**src/rtl/hier_node_pkg.sv**
```systemverilog
// Shared types and helpers for the hierarchical dispatch node.
package hier_node_pkg;

  // Node controller states
  typedef enum logic [1:0] {
    IDLE   = 2'd0,
    START  = 2'd1,
    WAIT   = 2'd2,
    REPORT = 2'd3
  } state_e;

  // Dispatch mode encoding carried on up_req_seq
  localparam logic MODE_PAR = 1'b0;
  localparam logic MODE_SEQ = 1'b1;

  // Largest supported child count; onehot() returns a vector this wide
  localparam int MAX_CHILDREN = 32;

  // One-hot vector with bit idx set, or all zeros when idx is out of range
  function automatic logic [MAX_CHILDREN-1:0] onehot(input int unsigned idx,
                                                     input int unsigned n);
    logic [MAX_CHILDREN-1:0] r;
    r = '0;
    if (idx < n && idx < MAX_CHILDREN) begin
      r = {{(MAX_CHILDREN-1){1'b0}}, 1'b1} << idx;
    end
    return r;
  endfunction

endpackage

```
**src/rtl/hier_dispatch_node_timeout.sv**
```systemverilog
// Saturating wait-phase counter with compare-to-limit; a zero limit disables expiry.
module hier_node_timeout #(
  parameter int TO_W = 16
) (
  input  logic            clk,
  input  logic            rst_n,
  input  logic            clr,
  input  logic            en,
  input  logic [TO_W-1:0] limit,
  output logic            expired
);

  logic [TO_W-1:0] cnt_q;
  logic [TO_W-1:0] cnt_d;
  logic [TO_W-1:0] cnt_inc;

  // Next count: clear wins, otherwise count up and stick at all ones
  always_comb begin
    cnt_inc = (cnt_q == '1) ? cnt_q : cnt_q + TO_W'(1);
    cnt_d   = cnt_q;
    if (clr) begin
      cnt_d = '0;
    end else if (en) begin
      cnt_d = cnt_inc;
    end
    // Expiry looks at the value this cycle brings the count to, so a limit
    // of L fires on the L-th counted cycle.
    expired = en && !clr && (limit != '0) && (cnt_inc >= limit);
  end

  // Counter register
  always_ff @(posedge clk) begin
    if (!rst_n) begin
      cnt_q <= '0;
    end else begin
      cnt_q <= cnt_d;
    end
  end

endmodule

```
**src/rtl/hier_dispatch_node.sv**
```systemverilog
// Generic tree node: takes one job from its parent, fans it out to the
// children in parallel or one at a time, gathers done/error/timeout status
// and hands a single aggregated completion back up.
//
// Handshakes: a transfer on up_req or up_done happens on a rising clk edge
// where valid and ready are both high; the node never drops up_done_valid or
// changes its payload until that transfer occurs.
module hier_dispatch_node
  import hier_node_pkg::*;
#(
  parameter int NUM_CHILDREN = 5,
  parameter int ID_W         = 8,
  parameter int TO_W         = 16
) (
  input  logic                    clk,
  input  logic                    rst_n,
  input  logic                    up_req_valid,
  output logic                    up_req_ready,
  input  logic [ID_W-1:0]         up_req_id,
  input  logic                    up_req_seq,
  input  logic [TO_W-1:0]         timeout_limit,
  output logic [NUM_CHILDREN-1:0] child_start,
  output logic [ID_W-1:0]         child_id,
  input  logic [NUM_CHILDREN-1:0] child_done,
  input  logic [NUM_CHILDREN-1:0] child_err,
  output logic                    up_done_valid,
  input  logic                    up_done_ready,
  output logic [ID_W-1:0]         up_done_id,
  output logic [NUM_CHILDREN-1:0] up_err_mask,
  output logic [NUM_CHILDREN-1:0] up_to_mask,
  output logic                    busy
);

  localparam int IDX_W = (NUM_CHILDREN > 1) ? $clog2(NUM_CHILDREN) : 1;
  localparam logic [IDX_W-1:0]        LAST_IDX = IDX_W'(NUM_CHILDREN - 1);
  localparam logic [NUM_CHILDREN-1:0] ALL_ONES = '1;

  state_e                  state_q, state_d;
  logic [ID_W-1:0]         id_q, id_d;
  logic                    seq_q, seq_d;
  logic [IDX_W-1:0]        idx_q, idx_d;
  logic [NUM_CHILDREN-1:0] pending_q, pending_d;
  logic [NUM_CHILDREN-1:0] err_mask_q, err_mask_d;
  logic [NUM_CHILDREN-1:0] to_mask_q, to_mask_d;

  logic                    to_clr;
  logic                    to_en;
  logic                    to_expired;
  logic [MAX_CHILDREN-1:0] seq_onehot;
  logic [NUM_CHILDREN-1:0] start_mask;
  logic [NUM_CHILDREN-1:0] pend_next;
  logic                    phase_end;

  // Wait-phase timeout counter, restarted on every START
  hier_node_timeout #(
    .TO_W (TO_W)
  ) u_timeout (
    .clk     (clk),
    .rst_n   (rst_n),
    .clr     (to_clr),
    .en      (to_en),
    .limit   (timeout_limit),
    .expired (to_expired)
  );

  // Children targeted by the current START: everyone, or just child idx
  always_comb begin
    seq_onehot = onehot(32'(idx_q), NUM_CHILDREN);
    start_mask = (seq_q == MODE_SEQ) ? seq_onehot[NUM_CHILDREN-1:0] : ALL_ONES;
  end

  // Next-state and output logic of the dispatch FSM
  always_comb begin
    state_d       = state_q;
    id_d          = id_q;
    seq_d         = seq_q;
    idx_d         = idx_q;
    pending_d     = pending_q;
    err_mask_d    = err_mask_q;
    to_mask_d     = to_mask_q;
    to_clr        = 1'b0;
    to_en         = 1'b0;
    pend_next     = pending_q;
    phase_end     = 1'b0;
    up_req_ready  = 1'b0;
    up_done_valid = 1'b0;
    child_start   = '0;

    case (state_q)
      IDLE: begin
        up_req_ready = 1'b1;
        if (up_req_valid) begin
          id_d    = up_req_id;
          seq_d   = up_req_seq;
          idx_d   = '0;
          state_d = START;
        end
      end

      START: begin
        child_start = start_mask;
        pending_d   = start_mask;
        to_clr      = 1'b1;
        state_d     = WAIT;
      end

      WAIT: begin
        to_en      = 1'b1;
        pend_next  = pending_q & ~child_done;
        // Only a done from a child we are still waiting on may flag an error
        err_mask_d = err_mask_q | (child_err & child_done & pending_q);
        if (pend_next == '0) begin
          phase_end = 1'b1;
        end else if (to_expired) begin
          // Children that answered this very cycle are already out of pend_next
          to_mask_d = to_mask_q | pend_next;
          pend_next = '0;
          phase_end = 1'b1;
        end
        pending_d = pend_next;
        if (phase_end) begin
          if (seq_q == MODE_PAR || idx_q == LAST_IDX) begin
            state_d = REPORT;
          end else begin
            idx_d   = idx_q + IDX_W'(1);
            state_d = START;
          end
        end
      end

      REPORT: begin
        up_done_valid = 1'b1;
        if (up_done_ready) begin
          err_mask_d = '0;
          to_mask_d  = '0;
          pending_d  = '0;
          state_d    = IDLE;
        end
      end

      default: begin
        state_d = IDLE;
      end
    endcase
  end

  // State and datapath registers
  always_ff @(posedge clk) begin
    if (!rst_n) begin
      state_q    <= IDLE;
      id_q       <= '0;
      seq_q      <= MODE_PAR;
      idx_q      <= '0;
      pending_q  <= '0;
      err_mask_q <= '0;
      to_mask_q  <= '0;
    end else begin
      state_q    <= state_d;
      id_q       <= id_d;
      seq_q      <= seq_d;
      idx_q      <= idx_d;
      pending_q  <= pending_d;
      err_mask_q <= err_mask_d;
      to_mask_q  <= to_mask_d;
    end
  end

  // Registered-state outputs; completion payload only shown while reporting
  always_comb begin
    busy        = (state_q != IDLE);
    child_id    = id_q;
    up_done_id  = (state_q == REPORT) ? id_q : '0;
    up_err_mask = (state_q == REPORT) ? err_mask_q : '0;
    up_to_mask  = (state_q == REPORT) ? to_mask_q : '0;
  end

endmodule

```
**config.mk**
```make
export PLATFORM = sky130hd
export DESIGN_NAME = hier_dispatch_node
export DESIGN_NICKNAME = d
export VERILOG_FILES = /design/src/rtl/hier_node_pkg.sv /design/src/rtl/hier_dispatch_node_timeout.sv /design/src/rtl/hier_dispatch_node.sv
export SDC_FILE = /design/constraint.sdc
export NUM_CORES = 1
export LEC_CHECK = 0
export BUFFER_PORTS_ARGS = -buffer_cell sky130_fd_sc_hd__buf_2
export CORE_MARGIN = 8
export CORE_UTILIZATION = 54
export DETAILED_ROUTE_END_ITERATION = 10
export PLACE_DENSITY = 0.81
export SLEW_MARGIN = 15
export SYNTH_ARGS = -nofsm -noshare
export SYNTH_HDL_FRONTEND = slang
export SYNTH_SLANG_ARGS = --single-unit
```
**constraint.sdc**
```tcl
create_clock -name clk -period 3.8 [get_ports clk]
set_input_delay 0.76 -clock clk [delete_from_list [all_inputs] [get_ports clk]]
set_output_delay 0.76 -clock clk [all_outputs]
set_load 0.02 [all_outputs]
```
---- After elaboration in Yosys (flattened, before gate mapping) ----
Cells that the tools add are included.
storage, ports and cells
  flip-flop bits (word level) ............. 45
  bits in latches ......................... 0
  RAM bits ................................ 0
  bits in read-only memories .............. 0
  input bits .............................. 39
  output and inout port bits .............. 34
  word-level logic and storage cells ...... 82
  memories kept ........................... 0
cells by class
  $add $sub $neg .......................... 2
  multiply operators ...................... 0
  div/mod/pow operators ................... 0
  order comparisons ....................... 2
  equality and inequality tests ........... 11
  shift operators ......................... 1
  multiplexer cells ....................... 31
  bitwise gates (word level) .............. 8
  reductions and logical operators ........ 19
operators with widths
  operator                                                            number
  5-bit 2-to-1 mux                                                    10
  5-bit one-hot mux with 2 select lines                               2
  16-bit by 1-bit adder with 16-bit output (second input constant)    1
  16-bit == test (second input constant)                              1
  16-bit greater-or-equal comparator                                  1
  16-bit 2-to-1 mux                                                   1
  16-bit nonzero test                                                 1
  5-bit AND                                                           3
  5-bit one-hot mux with 3 select lines                               1
  2-bit != test (second input constant)                               6
  5-bit OR                                                            2
  3-bit 2-to-1 mux                                                    3
  2-bit 2-to-1 mux                                                    4
  8-bit 2-to-1 mux                                                    1
  2-bit one-hot mux with 4 select lines                               1
  4-bit AND reduction                                                 2
  1-bit 2-to-1 mux                                                    7
  3-bit one-hot mux with 2 select lines                               1
  2-bit AND reduction                                                 3
  2-bit nonzero test                                                  3
  5-bit logical NOT                                                   1
  5-bit inverter                                                      1
  1-bit by 3-bit << shifter with 5-bit output (first input constant)  1
  2-bit == test (second input constant)                               2
  other kinds (12)                                                    15

---- Logic depth before layout (Yosys ltp) ----
Gate-level depths: netlist of run 1.
  depth after elaboration ................. 11
  mapped depth ............................ 15
  depth with buffers taken out ............ 14

---- Modules after synthesis ----
A second synthesis of run 1 with hierarchy kept.
unflattened totals
  cell total of the unflattened synthesis .. 387
  area total of the unflattened synthesis .. 3095.5 sq um
by module, submodules not included
  module              instances  cells each  area each (sq um)  sequential area each (sq um)
  hier_node_timeout   1          207         1607.8             320.3
  hier_dispatch_node  1          180         1487.7             580.6

---- Least setup slack after synthesis of run 1 ----
OpenSTA, ideal clock, no wires.
  path type ............................... reg2reg
  start point ............................. register u_timeout.cnt_q[0]
  end point ............................... register idx_q[0]
  setup time .............................. 72 ps
  data arrival time ....................... 3344 ps
  data required time ...................... 3728 ps
  path slack .............................. 384 ps
  cell stages (with the launch flop) ...... 15
  path buffers ............................ 1
  period minus slack after synthesis ...... 3416 ps
  cells stage by stage .................... dfxtp_1 -> ha_1 -> nand3_1 -> or2_1 -> nor4_1 -> buf_2 -> nor2_1 -> xor2_1 -> ha_1 -> nand2_1 -> or3_4 -> nor4_4 -> o41ai_4 -> a221oi_4 -> mux2i_1
on the way
  cells in the longest elaborated chain, start to end .. 9
  elaborated cells between the ends (all ways) .. 10
  classes of those cells .................. add/sub: 1; order compare: 1; eq/ne: 2; mux: 4; reduce/logical: 2
RTL lines
  item                                                                        RTL line                          source
  start: declaration                                                          hier_dispatch_node_timeout.sv:13  logic [TO_W-1:0] cnt_q;
  start signal: assignment                                                    hier_dispatch_node_timeout.sv:36  cnt_q <= cnt_d;
  16-bit by 1-bit adder with 16-bit output or 16-bit == test (tied branches)  hier_dispatch_node_timeout.sv:19  cnt_inc = (cnt_q == '1) ? cnt_q : cnt_q + TO_W'(1);
  16-bit 2-to-1 mux *                                                         hier_dispatch_node_timeout.sv:19
  via u_timeout.cnt_inc[9]                                                    hier_dispatch_node_timeout.sv:15  logic [TO_W-1:0] cnt_inc;
  16-bit greater-or-equal comparator *                                        hier_dispatch_node_timeout.sv:28  expired = en && !clr && (limit != '0) && (cnt_inc >= limit);
  1-bit logical AND *                                                         hier_dispatch_node_timeout.sv:28
  1-bit 2-to-1 mux *                                                          hier_dispatch_node.sv:114         end else if (to_expired) begin
  1-bit 2-to-1 mux *                                                          hier_dispatch_node.sv:112         if (pend_next == '0) begin
  1-bit 2-to-1 mux *                                                          hier_dispatch_node.sv:89          case (state_q)
  2-bit != test (no line) *                                                   -
  4-bit AND reduction (no line) *                                             -
  end signal: assignment                                                      hier_dispatch_node.sv:161         idx_q <= idx_d;
  end: declaration                                                            hier_dispatch_node.sv:41          logic [IDX_W-1:0] idx_q, idx_d;
Mark *: on every way through the listed nets, which the timed path passes. The rest lies on a longest branch. The select of a mux whose other input is x is not followed.
A chain may end at the register's enable or synchronous reset.

---- Final worst setup path of run 1 ----
  start point ............................. register u_timeout.cnt_q[0]
  end point ............................... register idx_q[2]
The elaborated chain is that of the path after synthesis.

==> summary.txt, run 1 <==
Run status
  • Result of the run: completed

Critical path
  • Worst path required time: 4.02 ns
  • Library cell contributing the largest single delay on the critical path: sky130_fd_sc_hd__dfxtp_2
  • Arrival time worst endpoint: 3.78 ns
  • CP startpoint kind: flip-flop
  • Element type at the critical path end: flip-flop
  • Top fanout value on the critical path: 9
  • WS Path Type: flip-flop to flip-flop
  • Crit-path cells: ha_1 > nand3_1 > or2_4 > nor3_2 > nand2b_1 > and3_1 > xor2_1 > ha_1 > nand4_1 > nor4_4 > o41ai_4 > a221oi_4 > mux2i_1
  • Critical path's most frequent cell: sky130_fd_sc_hd__ha_1
  • Crit path largest cell delay: 0.40 ns

Clock network
  • Total number of H-tree levels: 2
  • Clock-pin slew on the worst setup and hold paths: 0.09 ns
  • Clock buffer count from CTS: 5
  • Clock buffer depth: 2
  • Number of clock sinks seen by CTS: 45
  • Worst-skew pair later-pin latency: 0.30 ns
  • Master cell of the clock root buffer: sky130_fd_sc_hd__clkbuf_8
  • Clock tree from TritonCTS: built

STA
  • Worst slew margin relative to its limit: 0.3881
  • Fmax: 281.4 MHz
  • Worst slew pin tran: 0.9165 ns
  • Minimum clock period after layout: 3.553 ns
  • Unrepaired setup endpoints after global routing: no
  • Setup Viol. Count Final: 0
  • Part of the cycle the worst path needs: 0.9351
  • Final setup skew: 0.01203 ns
  • Hold violation count in the final report: 0
  • Final sum of negative setup slack: 0 ns
  • Final-layout worst hold slack: 0.4723 ns
  • Count of final max-slew check failures: 0
  • Setup ws final: 0.2468 ns

Synth
  • Number of storage elements in the synthesis netlist: 45
  • Synthesized netlist cell count: 380
  • Post-Synthesis Net Count: 441
  • Sequential share of the synthesized area: 0.2999
  • Distinct cell type count after synthesis: 50
  • Synthesized area per cell: 7.906 um^2
  • Prevailing post-synth register cell: sky130_fd_sc_hd__dfxtp_1
  • Share of synthesized registers carrying an async set or reset: 0
  • Area of the mapped netlist: 3004 um^2
  • Syn. warnings: 0
  • Number of enable-type register cells in the synthesized netlist: 0

Place
  • Port buffer count: 72
  • Routability congestion estimate: 0.8520
  • Detailed placer's ending HPWL: 5925 um
  • Area post-placement: 3431 um^2
  • Setup Slack @ Placement: 0.1021 ns
  • Placed Cells: 513

Global routing
  • Via count of the first global-routing pass: 2830
  • GRT Resource Usage Total: 0.1840
  • Maximum number of pins on one net before global-route repair: 32
  • Leftover overflow at the end of global routing: 0
  • First-pass GRT wire length: 12900 um
  • Initial antenna violation count: 0

Job
  • Reported max-cap violation count: 0

Route
  • Total number of vias: 2910
  • Antenna Nets Post-Route: 0
  • Final routed wire length divided by cell count: 14.57 um
  • Router iterations before antenna repair: 4
  • Initial DRC count: 253
  • Remaining DRCs: 0
  • WL final: 7605 um
  • Vias per cell: 5.575

Power
  • Worst ir drop on vdd: 0.2114 mV
  • Portion of total power attributed to the clock network: 0.307
  • Power density over the cells: 286.0 nW/um^2
  • Switching power: 0.3173 mW
  • PnR Total Power: 1.014 mW
  • Part of the power in registers: 0.506
  • Switching part of the total power: 0.3128
  • Int Pwr: 0.6970 mW
  • Logic gate share of total power: 0.187
  • Leakage Power: 1.679 nW

Cells and area
  • Layout net count: 510
  • Count of antenna diodes in the layout: 0
  • Post-route cell area: 3546 um^2
  • Fraction of layout cells with a size suffix above 1: 0.2311
  • Area added between synthesis and finish: 18.03%
  • Fraction of the core area covered by cells at the end of the flow: 0.6519
  • Number of filler instances in the final layout: 479
  • Final cell count without fillers: 522

Die
  • Vertical extent of the die: 90.59 um
  • Initial cell density of the core: 0.5523
  • Die area: 8206 um^2
  • Core Rows: 27
  • Number of top-level pins: 73
  • Core region area: 5439 um^2
  • Die outline width: 90.59 um

Min path
  • Worst min-delay path class: flip-flop to flip-flop
[logic make-up after synthesis]
group / count (synthesis) / share of synthesized area
AO/OA/AOI/OAI: 74 / 0.1816
XOR/XNOR: 21 / 0.06122
adder cells (fa/ha/maj): 22 / 0.09163
buffers and inverters: 38 / 0.04915
flip-flops: 45 / 0.2999
multiplexers: 3 / 0.009996
AND/OR/NAND/NOR: 177 / 0.3065
[flip-flops by register name, summed over array words and instances, names as in the netlist]
register and cells:
pending_q 5, seq_q 1, state_q 2, idx_q 3
child_id 8, err_mask_q 5, to_mask_q 5, u_timeout.cnt_q 16
[per-layer routing]
metal / global-route usage / wire [um]
met5: 0 / 0
met4: 0.06103 / 64
met3: 0.04489 / 486
met2: 0.3136 / 3742
met1: 0.2193 / 3310
[worst max-delay path: cells and delay by family, from the launching register on]
| kind | cells | cell delay, ns |
|---|---|---|
| compound gates | 2 | 0.53 |
| xor+xnor | 1 | 0.14 |
| fa+ha+maj | 2 | 0.51 |
| flops | 1 | 0.40 |
| mux | 1 | 0.23 |
| simple gates | 7 | 1.67 |
[synthesized netlist by cell type, types with 2 or more instances]
master | instances | area share
sky130_fd_sc_hd__nand2_1 | 56 | 0.070
sky130_fd_sc_hd__dfxtp_1 | 45 | 0.30
sky130_fd_sc_hd__nor2_1 | 34 | 0.042
sky130_fd_sc_hd__ha_1 | 22 | 0.092
sky130_fd_sc_hd__and3_1 | 21 | 0.044
sky130_fd_sc_hd__inv_1 | 21 | 0.026
sky130_fd_sc_hd__a21oi_1 | 20 | 0.033
sky130_fd_sc_hd__clkbuf_1 | 13 | 0.016
sky130_fd_sc_hd__nand3_1 | 11 | 0.018
sky130_fd_sc_hd__o21ai_0 | 11 | 0.018
sky130_fd_sc_hd__xor2_1 | 11 | 0.032
sky130_fd_sc_hd__xnor2_1 | 10 | 0.029
sky130_fd_sc_hd__a21boi_0 | 9 | 0.022
sky130_fd_sc_hd__and2_1 | 9 | 0.019
sky130_fd_sc_hd__nor3_1 | 9 | 0.015
sky130_fd_sc_hd__a31oi_1 | 8 | 0.017
sky130_fd_sc_hd__nand4_1 | 6 | 0.012
sky130_fd_sc_hd__nor2b_1 | 6 | 0.012
sky130_fd_sc_hd__a41oi_1 | 5 | 0.015
sky130_fd_sc_hd__nor4_1 | 5 | 0.010
sky130_fd_sc_hd__a21o_1 | 4 | 0.010
sky130_fd_sc_hd__buf_2 | 4 | 0.0067
sky130_fd_sc_hd__a22o_1 | 3 | 0.0087
sky130_fd_sc_hd__mux2i_1 | 3 | 0.010
sky130_fd_sc_hd__nand3b_1 | 3 | 0.0075
sky130_fd_sc_hd__o21a_1 | 3 | 0.0075
sky130_fd_sc_hd__and4_1 | 2 | 0.0058
sky130_fd_sc_hd__nand2b_1 | 2 | 0.0042
sky130_fd_sc_hd__nor3_2 | 2 | 0.0067
sky130_fd_sc_hd__or3_1 | 2 | 0.0042
[placed cells by master, fill, tap and decap left out, types with 2 or more instances in the layout]
master	n
sky130_fd_sc_hd__a21boi_0	9
sky130_fd_sc_hd__a21o_1	4
sky130_fd_sc_hd__a21oi_1	20
sky130_fd_sc_hd__a22o_1	3
sky130_fd_sc_hd__a31oi_1	8
sky130_fd_sc_hd__a41oi_1	5
sky130_fd_sc_hd__and2_1	9
sky130_fd_sc_hd__and3_1	21
sky130_fd_sc_hd__and4_1	2
sky130_fd_sc_hd__buf_2	72
sky130_fd_sc_hd__buf_4	7
sky130_fd_sc_hd__clkbuf_8	5
sky130_fd_sc_hd__dfxtp_1	43
sky130_fd_sc_hd__dfxtp_2	2
sky130_fd_sc_hd__ha_1	22
sky130_fd_sc_hd__inv_1	21
sky130_fd_sc_hd__mux2i_1	3
sky130_fd_sc_hd__nand2_1	56
sky130_fd_sc_hd__nand2b_1	2
sky130_fd_sc_hd__nand3_1	11
sky130_fd_sc_hd__nand3b_1	3
sky130_fd_sc_hd__nand4_1	6
sky130_fd_sc_hd__nor2_1	33
sky130_fd_sc_hd__nor2b_1	6
sky130_fd_sc_hd__nor3_1	9
sky130_fd_sc_hd__nor3_2	2
sky130_fd_sc_hd__nor4_1	4
sky130_fd_sc_hd__nor4_2	2
sky130_fd_sc_hd__o21a_1	3
sky130_fd_sc_hd__o21ai_0	11
sky130_fd_sc_hd__or3_1	2
sky130_fd_sc_hd__xnor2_1	10
sky130_fd_sc_hd__xor2_1	11
[final cells by class]
| cell class | instances | area (um^2) | area share |
|---|---|---|---|
| multi-input cells | 297 | 1967 | 0.5547 |
| flip-flops and latches | 45 | 903.4 | 0.2548 |
| repair buffers | 79 | 412.9 | 0.1164 |
| well taps | 72 | 90.09 | 0.02541 |
| inverters | 21 | 78.83 | 0.02223 |
| clock buffers | 5 | 68.82 | 0.01941 |
| clock inverters | 3 | 25.02 | 0.007057 |
[worst paths after layout]
kind	from	to	slack [ns]	cells after the start
worst max-delay path	u_timeout.cnt_q[0]	idx_q[2]	0.25	13
worst min-delay path	to_mask_q[4]	to_mask_q[4]	0.47	2
worst max register to register	u_timeout.cnt_q[0]	idx_q[2]	0.25	13
worst min register to register	to_mask_q[4]	to_mask_q[4]	0.47	2
[power groups by stage]
stage	Combinational, mW	Clock, mW	Sequential [mW]
floorplan	0.126	0	0.518
global placement	0.186	0	0.523
detailed placement	0.190	0	0.524
CTS	0.190	0.317	0.513
global route	0.209	0.337	0.517
finish	0.189	0.311	0.514
[timing repair]
action,4_1_cts,5_1_grt
hold buffers,0,0
hold endpoints to repair,0,0
gates resized for setup,0,5
buffers inserted,0,1
setup endpoints to repair,0,15
No activity file was read; power rests on OpenSTA's default activity.
==> run 2: changes to the inputs <==
==> constraint.sdc (replaced) <==
create_clock -name clk -period 3.8 [get_ports clk]
set_input_delay 0 -clock clk [delete_from_list [all_inputs] [get_ports clk]]
set_output_delay 0 -clock clk [all_outputs]
set_load 0.02 [all_outputs]
==> summary.txt, run 2 (synthesized netlist as in run 1, its figures left out) <==
Run status
  • Result of the run: completed (unchanged)

Cells and area
  • Number of filler instances in the final layout: 458 (was 479)
  • Layout net count: 519 (was 510)
  • Most common library cell in the layout ignoring fill and taps: sky130_fd_sc_hd__buf_2 (unchanged)
  • Post-route cell area: 3657 um^2 (was 3546 um^2)
  • Footprint of the flip-flops and latches: 903.4 um^2 (unchanged)
  • Top library cells by usage in the layout, fill and taps aside: sky130_fd_sc_hd__buf_2 (72), sky130_fd_sc_hd__nand2_1 (56), sky130_fd_sc_hd__dfxtp_1 (43) (unchanged)
  • Largest reg by FF count: u_timeout.cnt_q (unchanged)
  • Max reg flops: 16 (unchanged)
  • Fraction of layout cells with a size suffix above 1: 0.2266 (was 0.2311)
  • Fraction of the core area covered by cells at the end of the flow: 0.6724 (was 0.6519)
  • Area added between synthesis and finish: 21.74% (was 18.03%)
  • Total area of multi-input combinational cells: 1967 um^2 (unchanged)
  • Count of antenna diodes in the layout: 0 (unchanged)
  • Final cell count without fillers: 531 (was 522)

Critical path
  • CP Buf/Inv Count: 1 (was 0)
  • Critical path's most frequent cell: sky130_fd_sc_hd__nor2_1 (was sky130_fd_sc_hd__ha_1)
  • Crit-path leading delay family: simple AND/OR/NAND/NOR gates (unchanged)
  • Top fanout value on the critical path: 6 (was 9)
  • Worst path required time: 4.02 ns (about the same)
  • Library cell contributing the largest single delay on the critical path: sky130_fd_sc_hd__dfxtp_1 (was sky130_fd_sc_hd__dfxtp_2)
  • Crit path largest cell delay: 0.45 ns (was 0.40 ns)
  • Element type at the critical path end: flip-flop (unchanged)
  • CP startpoint kind: flip-flop (unchanged)
  • Crit-path cells: and4_1 > nand4_1 > nor2_1 > nor4bb_1 > nor2_1 > ha_1 > nand4_2 > or3_4 > nor4_4 > o41ai_4 > buf_4 > a221oi_4 > mux2i_1 (was ha_1 > nand3_1 > or2_4 > nor3_2 > nand2b_1 > and3_1 > xor2_1 > ha_1 > nand4_1 > nor4_4 > o41ai_4 > a221oi_4 > mux2i_1)
  • Arrival time worst endpoint: 3.86 ns (was 3.78 ns)
  • WS Path Type: flip-flop to flip-flop (unchanged)

STA
  • Worst slew pin tran: 0.9439 ns (was 0.9165 ns)
  • Fmax: 274.9 MHz (was 281.4 MHz)
  • Setup ws final: 0.1625 ns (was 0.2468 ns)
  • Setup Viol. Count Final: 0 (unchanged)
  • Worst slew margin relative to its limit: 0.3698 (was 0.3881)
  • Minimum clock period after layout: 3.637 ns (was 3.553 ns)
  • Count of final max-slew check failures: 0 (unchanged)
  • Final setup skew: 0.01439 ns (was 0.01203 ns)
  • Part of the cycle the worst path needs: 0.9572 (was 0.9351)
  • Hold violation count in the final report: 0 (unchanged)

Clock network
  • Total number of H-tree levels: 2 (unchanged)
  • Number of clock sinks seen by CTS: 45 (unchanged)
  • Clock tree from TritonCTS: built (unchanged)
  • Master cell of the clock root buffer: sky130_fd_sc_hd__clkbuf_8 (unchanged)
  • Clock buffer count from CTS: 5 (unchanged)
  • Clock-pin slew on the worst setup and hold paths: 0.10 ns (was 0.09 ns)
  • Worst-skew pair later-pin latency: 0.30 ns (about the same)
  • Clock buffer depth: 2 (unchanged)

Place
  • Port buffer count: 72 (unchanged)
  • Routability congestion estimate: 0.8548 (was 0.8520)
  • Setup Slack @ Placement: 0.1123 ns (was 0.1021 ns)
  • Placed Cells: 513 (unchanged)
  • Area post-placement: 3431 um^2 (unchanged)
  • Detailed placer's ending HPWL: 5921 um (was 5925 um)

Die
  • Initial cell density of the core: 0.5523 (unchanged)
  • Core Rows: 27 (unchanged)
  • Core region area: 5439 um^2 (unchanged)
  • Number of top-level pins: 73 (unchanged)
  • Die outline width: 90.59 um (unchanged)
  • Vertical extent of the die: 90.59 um (unchanged)
  • Die area: 8206 um^2 (unchanged)

Route
  • Antenna Nets Post-Route: 0 (unchanged)
  • Final routed wire length divided by cell count: 14.84 um (was 14.57 um)
  • Total number of vias: 2973 (was 2910)
  • Initial DRC count: 243 (was 253)
  • Router iterations before antenna repair: 4 (unchanged)
  • Remaining DRCs: 0 (unchanged)
  • WL final: 7882 um (was 7605 um)
  • Vias per cell: 5.599 (was 5.575)

Global routing
  • Leftover overflow at the end of global routing: 0 (unchanged)
  • Maximum number of pins on one net before global-route repair: 32 (unchanged)
  • GRT Resource Usage Total: 0.1883 (was 0.1840)
  • Initial antenna violation count: 0 (unchanged)
  • Via count of the first global-routing pass: 2848 (was 2830)
  • First-pass GRT wire length: 13190 um (was 12900 um)

Power
  • Leakage Power: 1.727 nW (was 1.679 nW)
  • Worst ir drop on vdd: 0.1726 mV (was 0.2114 mV)
  • Power density over the cells: 296.1 nW/um^2 (was 286.0 nW/um^2)

Min path
  • Worst min-delay path class: input port to flip-flop (was flip-flop to flip-flop)

Job
  • Reported max-cap violation count: 0 (unchanged)
-- run 2: cell count changes in the layout (fill, tap and decap cells not counted), sizes merged --
cell and change:
dlygate4sd3 +9, bufinv +1, inv -1
-- run 2: cell type report --
type / instances / area share
clock buffer: 5 / 0.01882
clock inverter: 3 / 0.01266
inverter: 21 / 0.02155
multi-input combinational: 297 / 0.5378
sequential: 45 / 0.2470
tap: 72 / 0.02463
timing repair buffer: 88 / 0.1375
-- run 2: stage by stage --
step	TNS (ns)	total power [mW]	hold WS, ns
global placement	0	0.7083	0.2522
detailed placement	0	0.7137	0.2613
finish	0	1.083	0.004349
CTS	0	1.086	0.001839
floorplan	0	0.6444	0.1449
global route	-0.07772	1.130	0.0007171
-- run 2: power breakdown --
| group | switching [mW] | total, mW | leakage [nW] | internal, mW |
|---|---|---|---|---|
| registers | 0.0234 | 0.513 | 0.366 | 0.490 |
| logic | 0.119 | 0.199 | 1.31 | 0.0804 |
| clock network | 0.174 | 0.371 | 0.0543 | 0.197 |
-- run 2: metal layers --
| layer | up-vias | wire, um | track usage |
|---|---|---|---|
| met3 | 10 | 411 | 0.04156 |
| met4 | 0 | 102 | 0.05825 |
| li1 | 1485 | - | - |
| met1 | 1394 | 3387 | 0.2234 |
| met2 | 84 | 3980 | 0.3270 |
| met5 | - | 0 | 0 |
-- run 2: timing repair --
item / 4_1_cts / 5_1_grt
resized for setup: 0 / 5
hold endpoints to repair: 9 / 0
hold buffers: 9 / 0
buffers inserted: 0 / 1
endpoints found under the setup margin: 0 / 15
-- run 2: path summary, 6_finish.rpt --
| check | startpoint | end | slack (ns) | cells past startpoint |
|---|---|---|---|---|
| setup reg to reg | u_timeout.cnt_q[2] | idx_q[1] | 0.16 | 13 |
| hold / removal | child_done[0] | pending_q[0] | 0.004 | 3 |
| hold reg to reg | to_mask_q[4] | to_mask_q[4] | 0.47 | 2 |
| setup / recovery | u_timeout.cnt_q[2] | idx_q[1] | 0.16 | 13 |
-- run 2: worst reg2reg max path, cell delays in order, from the launching register on --
cell	delay, ns
sky130_fd_sc_hd__dfxtp_1	0.45
sky130_fd_sc_hd__and4_1	0.31
sky130_fd_sc_hd__nand4_1	0.20
sky130_fd_sc_hd__nor2_1	0.24
sky130_fd_sc_hd__nor4bb_1	0.30
sky130_fd_sc_hd__nor2_1	0.10
sky130_fd_sc_hd__ha_1	0.31
sky130_fd_sc_hd__nand4_2	0.12
sky130_fd_sc_hd__or3_4	0.43
sky130_fd_sc_hd__nor4_4	0.25
sky130_fd_sc_hd__o41ai_4	0.09
sky130_fd_sc_hd__buf_4	0.17
sky130_fd_sc_hd__a221oi_4	0.36
sky130_fd_sc_hd__mux2i_1	0.22
